### src/rtl/harp_pkg.sv
// Shared constants and types for the harp tone generator and its per-note oscillators.
package harp_pkg;
    localparam int NUM_NOTES    = 8;
    localparam int HDC_W        = 20;
    localparam int SAMPLE_W     = 24;
    localparam int AMPLITUDE    = 1000000;
    localparam int DEBOUNCE_CYC = 500000;

    typedef logic [HDC_W-1:0]           hdc_t;
    typedef logic signed [SAMPLE_W-1:0] sample_t;

    localparam int NOTE_C   = 0;
    localparam int NOTE_D   = 1;
    localparam int NOTE_E   = 2;
    localparam int NOTE_F   = 3;
    localparam int NOTE_G   = 4;
    localparam int NOTE_A   = 5;
    localparam int NOTE_B   = 6;
    localparam int NOTE_C_H = 7;
endpackage

### src/rtl/note_osc.sv
// One harp string: beam synchronizer, gate qualification and square-wave phase counter.
// Build with HARP_DEBOUNCE_EN to filter the gate through a stability counter.
module note_osc
   import harp_pkg::*;
   #(parameter int DB_CYC = DEBOUNCE_CYC)
(
   input  logic             clk,
   input  logic             reset,
   input  logic             sensor,
   input  logic [HDC_W-1:0] hdc,
   output logic             gate,
   output logic             phase
);
   logic             sync_meta;
   logic             sync;
   logic [HDC_W-1:0] cnt;

   always_ff @(posedge clk) begin
      if (reset) begin
         sync_meta <= 1'b0;
         sync      <= 1'b0;
      end else begin
         sync_meta <= sensor;
         sync      <= sync_meta;
      end
   end

`ifdef HARP_DEBOUNCE_EN
   localparam int              DB_W    = $clog2(DB_CYC + 1);
   localparam logic [DB_W-1:0] DB_LAST = DB_W'(DB_CYC - 1);
   logic [DB_W-1:0] db_cnt;

   // Gate only moves after DB_CYC consecutive cycles of disagreement; >= keeps it from wrapping.
   always_ff @(posedge clk) begin
      if (reset) begin
         gate   <= 1'b0;
         db_cnt <= '0;
      end else if (sync == gate) begin
         db_cnt <= '0;
      end else if (db_cnt >= DB_LAST) begin
         gate   <= sync;
         db_cnt <= '0;
      end else begin
         db_cnt <= db_cnt + 1'b1;
      end
   end
`else
   always_ff @(posedge clk) begin
      if (reset) gate <= 1'b0;
      else       gate <= sync;
   end
`endif

   // >= lets a mid-note pitch drop wrap immediately instead of running past the new limit.
   always_ff @(posedge clk) begin
      if (reset || !gate || hdc == '0) begin
         cnt   <= '0;
         phase <= 1'b0;
      end else if (cnt >= hdc - 1'b1) begin
         cnt   <= '0;
         phase <= ~phase;
      end else begin
         cnt <= cnt + 1'b1;
      end
   end
endmodule

### src/rtl/harp_tone_gen.sv
// Eight-string laser harp tone generator: per-note oscillators, mixer and codec handshake.
// Optional HARP_DEBOUNCE_EN enables sensor debouncing inside each oscillator.
module harp_tone_gen
   import harp_pkg::*;
   #(parameter int DEBOUNCE_CYCLES = DEBOUNCE_CYC)
(
   input  logic                clk,
   input  logic                reset,
   input  logic [7:0]          sensor,
   input  logic [HDC_W-1:0]    hdc_C,
   input  logic [HDC_W-1:0]    hdc_D,
   input  logic [HDC_W-1:0]    hdc_E,
   input  logic [HDC_W-1:0]    hdc_F,
   input  logic [HDC_W-1:0]    hdc_G,
   input  logic [HDC_W-1:0]    hdc_A,
   input  logic [HDC_W-1:0]    hdc_B,
   input  logic [HDC_W-1:0]    hdc_C_h,
   input  logic                out_ready,
   output logic                out_valid,
   output logic [SAMPLE_W-1:0] out_sample,
   output logic [7:0]          note_active
);
   localparam sample_t AMP = sample_t'(AMPLITUDE);

   logic [HDC_W-1:0]     hdc [NUM_NOTES];
   logic [NUM_NOTES-1:0] gate;
   logic [NUM_NOTES-1:0] phase;
   sample_t              mix_next;
   sample_t              mix_r;

   assign hdc[NOTE_C]   = hdc_C;
   assign hdc[NOTE_D]   = hdc_D;
   assign hdc[NOTE_E]   = hdc_E;
   assign hdc[NOTE_F]   = hdc_F;
   assign hdc[NOTE_G]   = hdc_G;
   assign hdc[NOTE_A]   = hdc_A;
   assign hdc[NOTE_B]   = hdc_B;
   assign hdc[NOTE_C_H] = hdc_C_h;

   for (genvar i = 0; i < NUM_NOTES; i++) begin : g_note
      note_osc #(.DB_CYC(DEBOUNCE_CYCLES)) u_osc (
         .clk    (clk),
         .reset  (reset),
         .sensor (sensor[i]),
         .hdc    (hdc[i]),
         .gate   (gate[i]),
         .phase  (phase[i])
      );
   end

   // NUM_NOTES*AMPLITUDE fits in SAMPLE_W signed, so the sum cannot overflow.
   always_comb begin
      mix_next = '0;
      for (int i = 0; i < NUM_NOTES; i++) begin
         if (gate[i]) mix_next = phase[i] ? mix_next + AMP : mix_next - AMP;
      end
   end

   always_ff @(posedge clk) begin
      if (reset) begin
         mix_r      <= '0;
         out_valid  <= 1'b0;
         out_sample <= '0;
      end else begin
         mix_r <= mix_next;
         if (!out_valid || out_ready) begin
            out_sample <= mix_r;
            out_valid  <= 1'b1;
         end
      end
   end

   assign note_active = gate;
endmodule

### config.mk
export PLATFORM = sky130hd
export DESIGN_NAME = harp_tone_gen
export DESIGN_NICKNAME = d
export VERILOG_FILES = /design/src/rtl/harp_pkg.sv /design/src/rtl/note_osc.sv /design/src/rtl/harp_tone_gen.sv
export SDC_FILE = /design/constraint.sdc
export NUM_CORES = 1
export LEC_CHECK = 0
export ABC_CLOCK_PERIOD_IN_PS = 12800
export BUFFER_PORTS_ARGS = -buffer_cell sky130_fd_sc_hd__buf_2
export CORE_MARGIN = 1.5
export CORE_UTILIZATION = 31
export DETAILED_ROUTE_END_ITERATION = 7
export GPL_TIMING_DRIVEN = 0
export PLACE_DENSITY = 0.51
export SKIP_CTS_REPAIR_TIMING = 1
export SYNTH_ARGS = -nofsm -noshare
export SYNTH_HDL_FRONTEND = slang
export SYNTH_HIERARCHICAL = 1
export SYNTH_SLANG_ARGS = --single-unit
### constraint.sdc
create_clock -name clk -period 12.8 [get_ports clk]
set_input_delay 0 -clock clk [delete_from_list [all_inputs] [get_ports clk]]
set_output_delay 0 -clock clk [all_outputs]
set_load 0.05 [all_outputs]
=== Word level (Yosys, flattened, before mapping) ===
Index checks and enable logic that the tools add are counted.

* Output and inout port bits: 33
* Logic and storage cells: 147
* Flip-flop bits (word level): 241
* Input bits: 171

* Magnitude comparators: 8
* Mux-type cells: 16
* Reductions and logical operators: 42
* Add/sub/neg operators: 30
* Bitwise operators: 8

{| class="wikitable"
|+ Operators by type and width
! operator !! number
|-
| $mux 24 || 16
|-
| $add 24x21->24 const B || 7
|-
| $sub 24x21->24 const B || 7
|-
| $add 20x1->20 const B || 8
|-
| $ge 20x20->1 || 8
|-
| $logic_not 20->1 || 8
|-
| $sub 20x1->20 const B || 8
|-
| $logic_or 1x1->1 || 17
|-
| $reduce_or 2->1 || 8
|-
| $logic_not 1->1 || 9
|-
| $not 1->1 || 8
|}

=== Longest topological paths before layout ===
Gate-level depths: netlist (run 1).

* Word-level depth: 23
* Gate-level depth with buffers: 55
* Mapped depth without buffers: 53

=== Modules after synthesis ===
Netlist (run 1), hierarchy kept.

{| class="wikitable"
|+ By module, submodules not included
! module !! instances !! sequential area each (um^2) !! area an instance (um^2) !! cells an instance
|-
| note_osc (g_note[1].u_osc ...) || 6 || 480.5 || 1786.7 || 209
|-
| harp_tone_gen || 1 || 740.7 || 7698.6 || 1042
|-
| note_osc (g_note[7].u_osc) || 1 || 480.5 || 1754.2 || 208
|-
| note_osc (g_note[0].u_osc) || 1 || 480.5 || 1725.4 || 208
|}

=== Worst setup path after synthesis (run 1) ===
No wires, ideal clock.

* Path type: register -> register
* Start point: reg g_note[0].u_osc.gate
* End point: reg mix_r[23]
* Cell stages (with the launch flop): 54
* Library setup time: 0.072 ns
* Arrival time: 10.142 ns
* Required time: 12.728 ns
* Path slack: 2.587 ns
* Clock period less this slack: 10.213 ns
* Path buffers: 2
* Cells stage by stage: dfxtp_1 -> buf_6 -> inv_1 -> nor2_1 -> ha_1 -> clkbuf_1 -> a21o_1 -> a21oi_1 -> fa_1 -> mux2i_1 -> ha_1 -> o21ai_0 -> a21boi_0 -> o2bb2ai_1 -> xor2_1 -> nand2_1 -> o21ai_0 -> inv_1 -> [18 not listed] -> ha_1 -> and3_1 -> nand2_1 -> nor2_1 -> a211oi_1 -> o31ai_1 -> xor2_1 -> mux2_2 -> ha_1 -> and2_1 -> nand3_1 -> a2111oi_0 -> nor2_1 -> o21ai_0 -> a21oi_1 -> xnor2_1 -> a21o_1 -> mux2i_1

* Word-level cells in the longest chain between the ends: 22
* Elaborated cells between the ends (all ways): 29
* Classes of those cells: add/sub: 14; mux: 15

{| class="wikitable"
|+ RTL lines
! item !! line !! text
|-
| from (decl) || note_osc.sv:11 || <nowiki>output logic gate,</nowiki>
|-
| from (signal assigned) || note_osc.sv:50 || <nowiki>else gate <= sync;</nowiki>
|-
| $mux 24 * || harp_tone_gen.sv:55 || <nowiki>if (gate[i]) mix_next = phase[i] ? mix_next + AMP : mix_next - AMP;</nowiki>
|-
| $sub 24x21->24 / $add 24x21->24 (equally long branches) || harp_tone_gen.sv:55 ||
|-
| $mux 24 || harp_tone_gen.sv:55 ||
|-
| $mux 24 * || harp_tone_gen.sv:55 ||
|-
| $sub 24x21->24 / $add 24x21->24 (equally long branches) || harp_tone_gen.sv:55 ||
|-
| $mux 24 || harp_tone_gen.sv:55 ||
|-
| $mux 24 * || harp_tone_gen.sv:55 ||
|-
| $sub 24x21->24 / $add 24x21->24 (equally long branches) || harp_tone_gen.sv:55 ||
|-
| [6 not listed] || n/a ||
|-
| $mux 24 || harp_tone_gen.sv:55 ||
|-
| $mux 24 * || harp_tone_gen.sv:55 ||
|-
| $sub 24x21->24 / $add 24x21->24 (equally long branches) || harp_tone_gen.sv:55 ||
|-
| $mux 24 || harp_tone_gen.sv:55 ||
|-
| $mux 24 * || harp_tone_gen.sv:55 ||
|-
| $sub 24x21->24 / $add 24x21->24 (equally long branches) || harp_tone_gen.sv:55 ||
|-
| $mux 24 || harp_tone_gen.sv:55 ||
|-
| $mux 24 * || harp_tone_gen.sv:55 ||
|-
| to (signal assigned) || harp_tone_gen.sv:65 || <nowiki>mix_r <= mix_next;</nowiki>
|-
| to (decl) || harp_tone_gen.sv:29 || <nowiki>sample_t mix_r;</nowiki>
|}

Mark *: on every way between the ends. The rest lies on a longest branch, timed or not.
A chain may end at the register's enable or synchronous reset.

=== Worst setup path after layout (run 1) ===
Ends and elaborated chain as after synthesis.

==> results of run 1 <==
[cell families (layout without fill, tap and decap cells)]
kind of cell | Yosys count | after routing | synth area share, %
adders and majority gates | 300 | 300 | 17.4
xor gates and xnor gates | 371 | 371 | 15.0
and+or+nand+nor | 1094 | 1094 | 25.8
AOI/OAI and AO/OA | 490 | 490 | 14.9
DFF | 229 | 229 | 20.9
other | 1 | 6 | 0.0171
muxes | 46 | 46 | 2.34
buffers and inverters | 181 | 439 | 3.54
[state kept, by name, summed over array words and instances (netlist names)]
signal,flops
out_sample,18
g_note.u_osc/phase,8
g_note.u_osc/gate,8
g_note.u_osc/cnt,160
g_note.u_osc/sync,8
mix_r,18
g_note.u_osc/sync_meta,8
out_valid,1
[metal layers]
layer	vias to the layer above	part of all wire, %
met1	8739	50
met5	-	0
met4	0	1.6
met3	49	2.4
li1	10200	-
met2	185	46
[worst paths after layout]
path,to,slack (ns)
max,mix_r[23]$_SDFF_PP0_,1.21
min,g_note[0].u_osc/phase$_SDFFE_PP0P_,-0.0006
max reg2reg,mix_r[23]$_SDFF_PP0_,1.21
min reg2reg,g_note[3].u_osc/gate$_SDFF_PP0_,0.43
[synth_stat cells (all sizes together), types with 11 or more instances]
library cell	instances
a31oi	13
a2111oi	11
mux2	28
nor2b	55
clkbuf	34
nand2	239
or4	15
and2	13
nor3	206
nand3b	11
nor2	256
xnor2	237
and4	12
xor2	131
nand3	85
a211oi	25
a21oi	158
ha	291
dfxtp	229
a21o	62
inv	116
or2	22
or3	17
nand4	55
o21a	27
mux2i	17
buf	30
and3	33
nand2b	19
o31ai	16
nor4	40
o21ai	93
o21bai	14
[metrics by stage]
| stage | hold slack [ns] | setup slack [ns] | area (um^2) | instances | util [%] |
|---|---|---|---|---|---|
| 6_report | -0.000634 | 1.21 | 25300 | 3915 | 36.1 |
| 3_5_place_dp | 0.215 | 0.843 | 24100 | 3854 | 34.4 |
| 3_3_place_gp | 0.210 | 0.804 | 24100 | 3854 | 34.4 |
| 2_1_floorplan | 0.0716 | 2.59 | 21900 | 2717 | - |
| 4_1_cts | -0.427 | 0.771 | 25100 | 3905 | 35.9 |
| 5_1_grt | 0.00580 | 0.149 | 25300 | 3915 | 36.1 |
[critical path: cells and delay by family (launching register included)]
family,cells,cell delay [ns]
muxes,2,0.46
xor gates and xnor gates,4,0.67
adders and majority gates,8,2.71
and+or+nand+nor,13,1.76
buffers and inverters,4,0.54
AOI/OAI and AO/OA,23,4.90
DFF,1,0.46
[power breakdown]
group          switching (W)  leakage [nW]  total, W  internal, W
clock network       0.000336         0.529  0.000919     0.000583
logic               0.000252          7.79  0.000441     0.000189
registers         0.00000524          1.85  0.000730     0.000725
[cell type report]
| cell class | count | area (um^2) |
|---|---|---|
| fill | 7466 | 44800 |
| buffer | 64 | 337 |
| tap | 940 | 1180 |
| timing repair buffer | 207 | 1090 |
| clock inverter | 15 | 264 |
| inverter | 117 | 439 |
| multi-input combinational | 2307 | 16600 |
| sequential | 229 | 4580 |
| clock buffer | 36 | 802 |
==> results.txt, run 1 <==
Outcome - finished, violations left
Failing checks - hold timing
Ys async rst share - 0%
Slew headroom - 37.0%
Post-route DRC violation count - 0
Worst clock skew - 0.0108 ns
Crit-path slowest cell - dfxtp_1
# IOs - 204
Pin count of the biggest net entering global routing - 36
First drt pass iteration count - 5
#FFs+latches synth - 229
CP Class - register to register
Hold/Removal Path Class - primary input to register
Synth Warn # - 6
First-pass GRT wire length - 89900 um
R2R depth - 54
Die ar. - 72200 um^2
Critical Path RT - 13.27 ns
Port-buffer cells - 197
Leak - 10.2 nW
Worst Hold Launch - hdc_C[17]
Core area - 70000 um^2
DRT antenna net count - 0
H-tree levels - 1
Post-Syn Area - 21900 um^2
Post-route setup TNS - 0 ns
Final hold vios - 1
Area added between synthesis and finish - 15.3%
Most common flop cell mapped by yosys - dfxtp_1
Max-cap violations - 0
Via count - 19100
DIE HEIGHT - 269 um
Share of cells above drive strength 1 - 13.3%
CP max FO - 10
Routed wire per std cell - 14.1 um
CTS tree - done
Setup violators final - 0
Worst hold path cell count - 4
Reg2reg start - g_note[0].u_osc/gate$_SDFF_PP0_
Top cells by area, synth - dfxtp_1, ha_1, xnor2_1
Worst Max-Slew Pin Slew - 0.944 ns
TritonCTS buffer count - 29
Sequential fraction of the synthesis area - 20.9%
Most used cell, CP - ha_1
CTS Root Buffer Type - clkbuf_16
Pwr dens - 82.7 nW/um^2
Syn_area_per_cell - 8.07 um^2
Yosys cell types - 91
Initial core utilization - 31.3%
Setup crit end kind - register
Final slew viol count - 0
Commonest cells after routing, fill and taps aside - ha_1, nor2_1, nand2_1
M1 GR Usage - 20.5%
Worst Setup SP - g_note[0].u_osc/gate$_SDFF_PP0_
CTS Buffer Depth - 3
GRT met3 Usage - 1.63%
Congestion Overflow GR - 0
HPWL Detailed - 44200 um
VDD IR-drop max - 0.105 mV
Final Critical Period - 11.59 ns
Die Wd - 269 um
Gpl congestion - 0.827
Met2 Use GR - 25.5%
Startpoint types - register
FMAX - 86.3 MHz
Final nets - 3426
Initial drt markers - 637
Cells after synthesis - 2712
EDFF count, synth - 0
Ant diodes - 0
Vias in the first global route - 18100
Worst hold slack - -0.000634 ns
Via-per-instance ratio - 4.89
Clk_lat worst skew - 0.57 ns
Total power - 0.00209 W
Total clock sinks - 229
Initial antenna violation count - 0
Most used routing layer - met2
Slowest stage delay, CP - 0.46 ns
Worst EP arrival - 12.06 ns
Commonest non-fill, non-tap cell in the layout - ha_1
Post-synth top area share - 20.9%
Total wire length - 55300 um
Most area-hungry cell type in the Yosys netlist - dfxtp_1
RSZ-0062 raised after global routing - no
# rows - 97
CTS clk-pin slew, worst paths - 0.06 ns
Period utilisation layout - 90.5%
Tot GR Track Use - 15.0%
No activity file was read; power rests on OpenSTA's default activity.
==> inputs of run 2 (changes only) <==
--- a/config.mk
+++ b/config.mk
@@ -5,11 +5,13 @@
 export SDC_FILE = /design/constraint.sdc
 export NUM_CORES = 1
 export LEC_CHECK = 0
+export ABC_AREA = 1
 export ABC_CLOCK_PERIOD_IN_PS = 12800
 export BUFFER_PORTS_ARGS = -buffer_cell sky130_fd_sc_hd__buf_2
 export CORE_MARGIN = 1.5
 export CORE_UTILIZATION = 31
 export DETAILED_ROUTE_END_ITERATION = 7
+export GPL_ROUTABILITY_DRIVEN = 1
 export GPL_TIMING_DRIVEN = 0
 export PLACE_DENSITY = 0.51
 export SKIP_CTS_REPAIR_TIMING = 1
==> results.txt, run 2 <==
Internal - 0.00144 W (-3.8%)
Share of cells above drive strength 1 - 11.9% (-1.3 points)
CTS Buffer Depth - 3 (unchanged)
CTS Root Buffer Type - clkbuf_16
Sequential fraction of the synthesis area - 18.2% (-2.7 points)
Die Wd - 288 um (+7.2%)
Post-route setup TNS - 0 ns (unchanged)
Total clock sinks - 229 (unchanged)
Clk pwr share - 41.0% (-3.0 points)
Most frequent cell after synthesis - nand2_1
H-tree levels - 1 (unchanged)
Post-route DRC violation count - 0 (unchanged)
Sequential group share of total power - 34.9% (about the same)
Pin count of the biggest net entering global routing - 35 (-2.8%)
Synth Area in XOR/XNOR - 11.4% (-3.6 points)
Via count - 23800 (+25%)
Post-synth top area share - 18.2% (-2.7 points)
Tot GR Track Use - 16.3% (+1.3 points)
Pwr dens - 73.4 nW/um^2 (-11%)
#FFs+latches synth - 229 (unchanged)
Logic pwr share - 24.1% (+3.0 points)
Yosys cell types - 54 (-41%)
Vias in the first global route - 22600 (+25%)
CTS tree - done
Initial core utilization - 31.3% (+0.055 points)
Top cells by area, synth - dfxtp_1, ha_1, nand2_1
Biggest register - g_note.u_osc/cnt
Failing checks - hold timing
Largest family of logic cells by synthesized area - simple AND/OR/NAND/NOR gates
FMAX - 91.1 MHz (+5.5%)
Most common flop cell mapped by yosys - dfxtp_1
Final hold vios - 6 (+5)
Routed wire per std cell - 12.8 um (-9.2%)
First-pass GRT wire length - 112000 um (+25%)
Fin worst setup slack - 1.82 ns (+0.606 ns)
Adder-Cell Fraction of Synth Area - 15.2% (-2.3 points)
Worst hold path cell count - 7 (+3)
Reg2reg start - g_note[0].u_osc/gate$_SDFF_PP0_
Gpl congestion - 0.900 (+8.9%)
Area added between synthesis and finish - 13.7%
Commonest non-fill, non-tap cell in the layout - nand2_1
Commonest cells after routing, fill and taps aside - nand2_1, nor2_1, inv_1
Period utilisation layout - 85.8% (-4.7 points)
Worst Hold Endpoint - g_note[1].u_osc/phase$_SDFFE_PP0P_
# IOs - 204 (unchanged)
Worst clock skew - 0.0288 ns (+0.0180 ns)
Register-to-register setup slack - 1.82 ns (+0.61 ns)
Most area-hungry cell type in the Yosys netlist - dfxtp_1
CP Class - register to register
Top cells by count, synth - nand2_1, nor2_1, inv_1
RSZ-0062 raised after global routing - no
Switching part of the total power - 31.5% (+3.1 points)
Pre-CTS setup slack - 1.89 ns (+1.05 ns)
Post-layout utilization of the core - 35.6% (-0.46 points)
Synth Area in Simple Gates - 37.2% (+11 points)
EDFF count, synth - 0 (unchanged)
Synth Warn # - 6 (unchanged)
DIE HEIGHT - 288 um (+7.2%)
Die ar. - 83000 um^2 (+15%)
Mux cell area share after synthesis - 0% (-2.3 points)
Syn_area_per_cell - 6.40 um^2 (-21%)
Max-cap violations - 0 (unchanged)
Crit-path slowest cell - dfxtp_1
Setup violators final - 0 (unchanged)
Worst hold slack - -0.0262 ns (-0.0255 ns)
Core area - 80400 um^2 (+15%)
DRT antenna net count - 0 (unchanged)
Most used cell, CP - nand2_1
Biggest regs - g_note.u_osc/cnt: 160 flops, mix_r: 18 flops, out_sample: 18 flops
Total wire length - 67500 um (+22%)
Slew headroom - 37.6% (+0.61 points)
Slowest stage delay, CP - 0.61 ns (+0.15 ns)
Final nets - 4648 (+36%)
Leak - 14.1 nW (+39%)
Startpoint types - register
Clk_lat worst skew - 0.58 ns (about the same)
Final Critical Period - 10.98 ns (-0.606 ns)
Setup crit end kind - register
Congestion Overflow GR - 0 (unchanged)
Port-buffer cells - 197 (unchanged)
RR Endpoint - mix_r[23]$_SDFF_PP0_
Final slew viol count - 0 (unchanged)
VDD IR-drop max - 0.0878 mV (-16%)
Synth Area in Compound Gates - 8.26% (-6.6 points)
Hold/Removal Path Class - primary input to register
CTS clk-pin slew, worst paths - 0.06 ns (about the same)
Via-per-instance ratio - 4.53 (-7.2%)
CP max FO - 10 (unchanged)
Critical Path RT - 13.32 ns (+0.05 ns)
# rows - 104 (+7.2%)
Cells after synthesis - 3935 (+45%)
Outcome - finished, violations left
Worst EP arrival - 11.50 ns (-0.56 ns)
Largest register FFs - 160 (unchanged)
R2R depth - 60 (+11%)
Initial antenna violation count - 3 (+3)
Worst Hold Launch - hdc_D[19]
Net Sw Power - 0.000661 W (+11%)
Worst Max-Slew Pin Slew - 0.935 ns (-0.00912 ns)
Ys async rst share - 0% (unchanged)
TritonCTS buffer count - 29 (unchanged)
Post-Syn Area - 25200 um^2 (+15%)
Fillers - 8878 (+19%)
First drt pass iteration count - 5 (unchanged)
Initial drt markers - 1195 (+88%)
HPWL Detailed - 56600 um (+28%)
==> run 2: changes by cell type after synthesis, sizes merged, moves of 110 or more <==
cell and delta:
inv +460, nor3 -124, nor2 +382, nand3 +110
xnor2 -127, nand2 +763
==> run 2: layer usage <==
metal	GRT usage [%]	up-vias	routed length, um
met2	27.3	309	30200
met5	0	-	0
met3	1.51	67	2070
met1	22.6	10500	34000
met4	3.42	0	1250
li1	-	13000	-
==> run 2: power groups by stage <==
stage	combinational (W)	clock, W	sequential [W]
after floorplan	0.000348	0	0.000763
after global placement	0.000504	0	0.000748
after detailed placement	0.000506	0	0.000748
after CTS	0.000509	0.000897	0.000732
after global routing	0.000580	0.000925	0.000733
final	0.000507	0.000862	0.000732
==> run 2: cells by family (layout without fill, tap and decap cells) <==
family	after synthesis	after routing
XOR/XNOR	328	328
AND/OR/NAND/NOR	2086	2086
AO/OA/AOI/OAI	364	364
flip-flops	229	229
buffers and inverters	627	885
other	1	7
adder cells (fa/ha/maj)	300	300
==> run 2: worst max path at each step <==
stage	cells past startpoint	slack [ns]	endpoint	start
floorplan	62	3.37	mix_r[23]$_SDFF_PP0_	g_note[0].u_osc/gate$_SDFF_PP0_
global placement	65	1.88	mix_r[23]$_SDFF_PP0_	g_note[0].u_osc/gate$_SDFF_PP0_
detailed placement	65	1.89	mix_r[23]$_SDFF_PP0_	g_note[0].u_osc/gate$_SDFF_PP0_
CTS	65	1.84	mix_r[23]$_SDFF_PP0_	g_note[0].u_osc/gate$_SDFF_PP0_
global route	64	0.67	mix_r[23]$_SDFF_PP0_	g_note[0].u_osc/gate$_SDFF_PP0_
finish	60	1.82	mix_r[23]$_SDFF_PP0_	g_note[0].u_osc/gate$_SDFF_PP0_
==> run 2: final cells by class <==
cell class	instances	area [um^2]	share of cell area, %
diodes	1	2.50	0.00874
plain buffers	49	290	1.01
clock buffers	42	905	3.16
clock inverters	10	113	0.393
inverters	578	2170	7.59
multi-input cells	3084	18200	63.4
flip-flops and latches	229	4580	16.0
well taps	1060	1330	4.63
repair buffers	206	1080	3.76
==> run 2: metrics by stage <==
stage	hold slack, ns	cells	total power, W	cell area [um^2]
floorplan	0.0712	3940	0.00111	25200
global placement	0.203	5197	0.00125	27500
detailed placement	0.209	5197	0.00125	27500
CTS	-0.423	5249	0.00214	28500
global route	0.0200	5259	0.00224	28600
finish	-0.0262	5259	0.00210	28600
==> run 2: critical path: cells and delay by family (launching register included) <==
kind | cells | cell delay (ns)
AOI/OAI and AO/OA | 14 | 3.09
xor gates and xnor gates | 3 | 0.49
adders and majority gates | 8 | 2.66
buffers and inverters | 8 | 0.68
DFF | 1 | 0.61
and+or+nand+nor | 27 | 3.36
